## config.mk

```make
export PLATFORM = sky130hd
export DESIGN_NAME = spi_slave_port
export DESIGN_NICKNAME = d
export VERILOG_FILES = /design/src/rtl/spi_pkg.sv /design/src/rtl/spi_sync_edge.sv /design/src/rtl/spi_slave_port.sv
export SDC_FILE = /design/constraint.sdc
export NUM_CORES = 1
export LEC_CHECK = 0
export CORE_MARGIN = 2
export CORE_UTILIZATION = 45
export CTS_BUF_LIST = sky130_fd_sc_hd__clkbuf_16
export CTS_CLUSTER_DIAMETER = 40
export CTS_CLUSTER_SIZE = 20
export DETAILED_ROUTE_END_ITERATION = 8
export GPL_TIMING_DRIVEN = 0
export PLACE_DENSITY_LB_ADDON = 0.2
export SLEW_MARGIN = 20
export SYNTH_ARGS = -nofsm -noshare
export SYNTH_HDL_FRONTEND = slang
export SYNTH_HIERARCHICAL = 1
export SYNTH_SLANG_ARGS = --single-unit
```

## constraint.sdc

```tcl
create_clock -name global_clk -period 3.9 [get_ports global_clk]
set_input_delay 0.585 -clock global_clk [delete_from_list [all_inputs] [get_ports global_clk]]
set_output_delay 0.585 -clock global_clk [all_outputs]
set_load 0.1 [all_outputs]
```

## src/rtl/spi_pkg.sv

```systemverilog
// Shared SPI definitions for the slave port: bus mode, default word width,
// idle reply value and the frame state encoding.
package spi_pkg;

    // Mode 0: {CPOL, CPHA} = 2'b00
    localparam logic [1:0] SPI_MODE    = 2'b00;
    localparam logic       SPI_CPOL    = SPI_MODE[1];
    localparam int         SPI_DATA_W  = 8;
    localparam logic [7:0] SPI_TX_IDLE = 8'h00;

    typedef enum logic [0:0] {
        ST_IDLE   = 1'b0,
        ST_ACTIVE = 1'b1
    } spi_state_e;

endpackage

```

## src/rtl/spi_sync_edge.sv

```systemverilog
// Two-flop synchronizer for an asynchronous SPI pin, plus a history flop
// giving single-cycle rise/fall pulses on the synchronized level.
module spi_sync_edge #(
    parameter logic RESET_VAL = 1'b0
) (
    input  logic global_clk,
    input  logic reset,
    input  logic din,
    output logic sync,
    output logic rise,
    output logic fall
);

    logic meta_r;
    logic sync_r;
    logic prev_r;

    // Synchronizer chain and previous-value flop
    always_ff @(posedge global_clk) begin
        if (!reset) begin
            meta_r <= RESET_VAL;
            sync_r <= RESET_VAL;
            prev_r <= RESET_VAL;
        end else begin
            meta_r <= din;
            sync_r <= meta_r;
            prev_r <= sync_r;
        end
    end

    assign sync = sync_r;
    assign rise = sync_r & ~prev_r;
    assign fall = ~sync_r & prev_r;

endmodule

```

## src/rtl/spi_slave_port.sv

```systemverilog
// SPI mode-0 slave endpoint: oversamples sclk/ss/mosi in the global_clk domain
// and exposes received and reply words through valid/ready style handshakes.
module spi_slave_port
    import spi_pkg::*;
#(
    parameter int                DATA_W  = SPI_DATA_W,
    parameter logic [DATA_W-1:0] TX_IDLE = DATA_W'(SPI_TX_IDLE)
) (
    input  logic              global_clk,
    input  logic              reset,
    input  logic              sclk,
    input  logic              ss,
    input  logic              mosi,
    output logic              miso,
    input  logic [DATA_W-1:0] tx_data,
    input  logic              tx_load,
    output logic              tx_ready,
    output logic [DATA_W-1:0] rx_data,
    output logic              rx_valid,
    input  logic              rx_ack,
    output logic              rx_overrun,
    output logic              busy
);

    localparam int              CNT_W    = (DATA_W > 1) ? $clog2(DATA_W) : 1;
    localparam logic [CNT_W-1:0] LAST_BIT = CNT_W'(DATA_W - 1);

    // An empty shadow register means the master gets the idle pattern
    function automatic logic [DATA_W-1:0] next_reply(
        input logic              shadow_empty,
        input logic [DATA_W-1:0] shadow
    );
        if (shadow_empty) begin
            return TX_IDLE;
        end else begin
            return shadow;
        end
    endfunction

    logic       sclk_level_unused_s;
    logic       sclk_rise_s;
    logic       sclk_fall_s;
    logic       ss_sync_s;
    logic       ss_rise_s;
    logic       ss_fall_s;
    logic       mosi_sync_s;
    logic [1:0] mosi_edges_unused_s;

    spi_state_e        state_r;
    logic [CNT_W-1:0]  bit_cnt_r;
    logic [DATA_W-1:0] rx_shift_r;
    logic [DATA_W-1:0] tx_shift_r;
    logic [DATA_W-1:0] shadow_r;
    logic              tx_ready_r;
    logic [DATA_W-1:0] rx_data_r;
    logic              rx_valid_r;
    logic              rx_overrun_r;
    logic              miso_r;
    logic              busy_r;

    spi_sync_edge #(.RESET_VAL(SPI_CPOL)) u_sync_sclk (
        .global_clk (global_clk),
        .reset      (reset),
        .din        (sclk),
        .sync       (sclk_level_unused_s),
        .rise       (sclk_rise_s),
        .fall       (sclk_fall_s)
    );

    spi_sync_edge #(.RESET_VAL(1'b1)) u_sync_ss (
        .global_clk (global_clk),
        .reset      (reset),
        .din        (ss),
        .sync       (ss_sync_s),
        .rise       (ss_rise_s),
        .fall       (ss_fall_s)
    );

    spi_sync_edge #(.RESET_VAL(1'b0)) u_sync_mosi (
        .global_clk (global_clk),
        .reset      (reset),
        .din        (mosi),
        .sync       (mosi_sync_s),
        .rise       (mosi_edges_unused_s[0]),
        .fall       (mosi_edges_unused_s[1])
    );

    // Frame FSM, shift registers and both handshakes
    always_ff @(posedge global_clk) begin
        if (!reset) begin
            state_r      <= ST_IDLE;
            bit_cnt_r    <= {CNT_W{1'b0}};
            rx_shift_r   <= {DATA_W{1'b0}};
            tx_shift_r   <= {DATA_W{1'b0}};
            shadow_r     <= {DATA_W{1'b0}};
            tx_ready_r   <= 1'b1;
            rx_data_r    <= {DATA_W{1'b0}};
            rx_valid_r   <= 1'b0;
            rx_overrun_r <= 1'b0;
            miso_r       <= 1'b0;
            busy_r       <= 1'b0;
        end else begin
            busy_r <= ~ss_sync_s;

            if (rx_ack) begin
                rx_valid_r <= 1'b0;
            end else begin
                rx_valid_r <= rx_valid_r;
            end

            case (state_r)
                ST_IDLE: begin
                    miso_r    <= 1'b0;
                    bit_cnt_r <= {CNT_W{1'b0}};
                    if (ss_fall_s) begin
                        state_r    <= ST_ACTIVE;
                        tx_shift_r <= next_reply(tx_ready_r, shadow_r);
                        tx_ready_r <= 1'b1;
                    end else begin
                        state_r <= ST_IDLE;
                    end
                end
                ST_ACTIVE: begin
                    if (ss_rise_s) begin
                        // Deselect mid-word throws the partial word away
                        state_r   <= ST_IDLE;
                        bit_cnt_r <= {CNT_W{1'b0}};
                        miso_r    <= 1'b0;
                    end else begin
                        miso_r <= tx_shift_r[DATA_W-1];
                        if (sclk_rise_s) begin
                            rx_shift_r <= {rx_shift_r[DATA_W-2:0], mosi_sync_s};
                            if (bit_cnt_r == LAST_BIT) begin
                                bit_cnt_r  <= {CNT_W{1'b0}};
                                rx_data_r  <= {rx_shift_r[DATA_W-2:0], mosi_sync_s};
                                rx_valid_r <= 1'b1;
                                if (rx_valid_r && !rx_ack) begin
                                    rx_overrun_r <= 1'b1;
                                end else begin
                                    rx_overrun_r <= rx_overrun_r;
                                end
                            end else begin
                                bit_cnt_r <= bit_cnt_r + {{(CNT_W-1){1'b0}}, 1'b1};
                            end
                        end else if (sclk_fall_s) begin
                            // Falling edge after the last bit starts the next reply word
                            if (bit_cnt_r == {CNT_W{1'b0}}) begin
                                tx_shift_r <= next_reply(tx_ready_r, shadow_r);
                                tx_ready_r <= 1'b1;
                            end else begin
                                tx_shift_r <= {tx_shift_r[DATA_W-2:0], 1'b0};
                            end
                        end else begin
                            tx_shift_r <= tx_shift_r;
                        end
                    end
                end
                default: begin
                    state_r   <= ST_IDLE;
                    bit_cnt_r <= {CNT_W{1'b0}};
                    miso_r    <= 1'b0;
                end
            endcase

            // Placed last so a load coinciding with a shadow copy still wins tx_ready
            if (tx_load && tx_ready_r) begin
                shadow_r   <= tx_data;
                tx_ready_r <= 1'b0;
            end else begin
                shadow_r <= shadow_r;
            end
        end
    end

    assign miso       = miso_r;
    assign tx_ready   = tx_ready_r;
    assign rx_data    = rx_data_r;
    assign rx_valid   = rx_valid_r;
    assign rx_overrun = rx_overrun_r;
    assign busy       = busy_r;

endmodule
```

After elaboration in Yosys (flattened, before gate mapping)
Cells that the tools add are included.

word-level totals
  register bits after elaboration = 48
  input port bits = 15
  output and inout bits = 13
  logic and storage cells = 78

operators by class
  $add $sub $neg = 1
  equal/unequal tests = 11
  mux-type cells = 28
  bitwise gates (word level) = 10
  reduce and logical (&&, ||, !) cells = 9

operators by type and width
  operator               count
  $mux W8                6
  $pmux W8 S2            1
  $mux W1                14
  $reduce_and A5 Y1      2
  $mux W3                3
  $ne A3 B2 Y1 const B   3
  $ne A2 B2 Y1 const B   4
  $reduce_and A4 Y1      2
  $ne A3 B3 Y1 const B   2
  $not A1 Y1             6
  $pmux W1 S2            3
  $pmux W3 S2            1
  $and A1 B1 Y1          4
  $add A3 B1 Y3 const B  1
  $eq A3 B3 Y1 const B   1
  $logic_not A3 Y1       1
  $ne A3 B1 Y1 const B   1
  $reduce_and A3 Y1      1
  $logic_and A1 B1 Y1    2
  $logic_not A1 Y1       1

Logic depth before layout (Yosys ltp)
  depth after elaboration = 7
  gate-level depth with buffers = 6
  gate-level depth less buffers = 5

Cells and area by module
The synthesis kept the hierarchy.

modules (own cells, without submodules)
  module          times used  cells an instance  area each (um^2)
  spi_slave_port  1           193                1647.8
  spi_sync_edge   3           8                  91.3

Least setup slack after synthesis
No wires, ideal clock.

  path type = register -> register
  start = reg tx_ready_r, in the netlist tx_ready
  end = reg tx_shift_r[2]
  data arrival time = 1.850 ns
  required time = 3.778 ns
  setup slack = 1.928 ns
  stages on the path, launching flop included = 4
  cells stage by stage = dfxtp_1 -> clkinv_1 -> o211a_1 -> o311a_1

on the way
  word-level cells in the longest chain between the ends = 6
  elaborated cells between the ends (all ways) = 7
  those cells by class = mux: 7

RTL lines
  what                    line                   text
  start, declared         spi_slave_port.sv:54   logic tx_ready_r;
  start signal, assigned  spi_slave_port.sv:96   tx_ready_r <= 1'b1;
  start signal, assigned  spi_slave_port.sv:118  tx_ready_r <= 1'b1;
  start signal, assigned  spi_slave_port.sv:149  tx_ready_r <= 1'b1;
  $mux W8 *               spi_slave_port.sv:33   if (shadow_empty) begin
  $mux W8                 spi_slave_port.sv:147  if (bit_cnt_r == {CNT_W{1'b0}}) begin
  $mux W8                 spi_slave_port.sv:145  end else if (sclk_fall_s) begin
  $mux W8                 spi_slave_port.sv:131  if (sclk_rise_s) begin
  $mux W8                 spi_slave_port.sv:124  if (ss_rise_s) begin
  $pmux W8 S2 *           spi_slave_port.sv:111  case (state_r)
  end signal, assigned    spi_slave_port.sv:117  tx_shift_r <= next_reply(tx_ready_r, shadow_r);
  end signal, assigned    spi_slave_port.sv:148  tx_shift_r <= next_reply(tx_ready_r, shadow_r);
  end signal, assigned    spi_slave_port.sv:151  tx_shift_r <= {tx_shift_r[DATA_W-2:0], 1'b0};
  end, declared           spi_slave_port.sv:52   logic [DATA_W-1:0] tx_shift_r;

Every way passes the cells marked *; elsewhere a longest branch is shown, timed or not. The select of a mux whose other input is x is not followed.
A chain may end at the register's enable or synchronous reset.

Final worst setup path
  start = reg tx_ready_r, in the netlist tx_ready
  end = out tx_ready

RTL lines
  what           line                  text
  end, declared  spi_slave_port.sv:17  output logic tx_ready,

No word-level cell between the ends.

==> results_dict.tcl <==
set metrics [dict create \
    gp_congestion 0.838 \
    dp_hpwl_um 2510 \
    track_usage_pct 18.8 \
    crit_chain "clkdlybuf4s50_1" \
    htree_levels 2 \
    dpl_cell_area_um2 2210 \
    final_cell_area_um2 2370 \
    final_nets 264 \
    outcome "complete, no violations" \
    cts_made_buffers 5 \
    worst_path_largest_cell_delay_ps 1150 \
    grt_overflow 0 \
    area_growth_pct 26.0 \
    syn_nets 231 \
    slew_violations 0 \
    grt_start_max_net_pins 16 \
    numPortBuffers 26 \
    antennaDiodeCount 0 \
    start_kind "register" \
    syn_inst 213 \
    ctsResizeCount 0 \
    netlist_area_um2 1880 \
    die_width_um 68.7 \
    clk_pin_slew_ps 60 \
    clkSinkCount 48 \
    insertion_delay_ps 290 \
    cp.buffers_inverters 1 \
    crit_path_max_fanout 3 \
    drtPass1Iterations 4 \
    cts_setup_buffers 0 \
    tns_ps 0 \
    num-fill-cells 381 \
    worst_slew_pin_slew_ps 968 \
    final_cell_mix "dfxtp_1, nand2_1, a21oi_1" \
    period_share_pct 61.2 \
    via_per_inst 5.26 \
    crit_type "register to output port" \
    leakage_uw 0.000886 \
    drive_gt1_share_pct 4.86 \
    powerDensity_nw_per_um2 449 \
    swShare_pct 21.7 \
    antenna_found_initial 0 \
    drc 0 \
    ant_nets 0 \
    cts_hold_buf 0 \
    rows 23 \
    crit_family "buffers and inverters" \
    multiInputGateArea_um2 847 \
    max-vdd-ir-drop_mv 0.237 \
    yosysWarnings 6 \
    finalWirelength_um 3760 \
    cts.path.max_buffers 2 \
    fmax_mhz 419 \
    maxCapViolations 0 \
    grt_setup_unrepaired "false" \
    finalHoldViolations 0 \
    grt_first_pass_wirelength_um 6410 \
    synth.avg_cell_area_um2 8.84 \
    pwr-share-comb_pct 6.9 \
    drt_iter0_markers 101 \
    regToRegSetupSlack_ps 2200 \
    start_util_pct 47.1 \
    die-area_um2 4720 \
    clock-skew-final_ps 4.74 \
    cts_tree "built" \
    required_ps 3310 \
    pwr-share-clk_pct 45.1 \
    final_common_cell "dfxtp_1" \
    cp-end-kind "output port" \
    fin_crit_ps 2380 \
    seq_power_share_pct 48.0 \
    seq_area_um2 961 \
    wire_per_inst_um 12.6 \
    vias 1563 \
    setup-violations-final 0 \
    crit_arrival_ps 1800 \
    cpMaxStageDelayCell "clkdlybuf4s50_1" \
    hold_class "register to register" \
    cts-root-buf "clkbuf_16" \
    slew_headroom_pct 35.2 \
    p_sw_uw 231 \
    io_pins 28 \
    grt_pass1_vias 1376 \
    internal-power_uw 836 \
    design.core.area_um2 4000 \
    die_h_um 68.7 \
]
## stage by stage
| step | instances | util [%] | hold slack, ps | worst slack [ps] | total power (uW) |
|---|---|---|---|---|---|
| final | 297 | 59.3 | 408 | 1520 | 1070 |
| after global routing | 297 | 59.3 | 433 | 1480 | 1110 |
| after CTS | 297 | 59.3 | 411 | 1510 | 1070 |
| after detailed placement | 289 | 55.1 | 396 | 1590 | 596 |
| after global placement | 289 | 55.1 | 389 | 1640 | 595 |
| after floorplan | 213 | - | 386 | 1930 | 568 |
## worst paths after layout
path | end | cells after the start | start
worst max-delay path | tx_ready | 1 | tx_ready$_SDFFE_PN1P_
worst min-delay path | u_sync_ss/sync$_SDFF_PN1_ | 1 | u_sync_ss/meta_r$_SDFF_PN1_
worst max register to register | tx_shift_r[2]$_SDFFE_PN0P_ | 5 | u_sync_sclk/sync$_SDFF_PN0_
worst min register to register | u_sync_ss/sync$_SDFF_PN1_ | 1 | u_sync_ss/meta_r$_SDFF_PN1_
## sequential cells by signal, summed over array words and instances, names as in the netlist, 3 cells and up
register / cells
tx_shift_r: 8
shadow_r: 8
bit_cnt_r: 3
rx_data: 8
rx_shift_r: 7
## metal layers
| layer | track usage (%) | vias up | wire length, um |
|---|---|---|---|
| met5 | 0 | - | 0 |
| met4 | 7.35 | 0 | 65 |
| met3 | 6.33 | 6 | 181 |
| met2 | 29.2 | 39 | 1750 |
| met1 | 23.9 | 704 | 1760 |
| li1 | - | 814 | - |
## power by group through the flow
stage / sequential [uW] / combinational, uW / clock, uW
global placement: 522 / 72.7 / 0
detailed placement: 522 / 73.6 / 0
CTS: 512 / 73.9 / 489
floorplan: 528 / 39.5 / 0
global route: 513 / 81.8 / 513
finish: 512 / 73.6 / 481
## cell type report
class / instances / area share (%)
flip-flops and latches: 48 / 40.5
multi-input cells: 146 / 35.7
repair buffers: 26 / 11.0
clock buffers: 5 / 5.27
well taps: 50 / 2.64
plain buffers: 13 / 2.21
clock inverters: 3 / 1.79
inverters: 6 / 0.949
No activity file was read; power rests on OpenSTA's default activity.
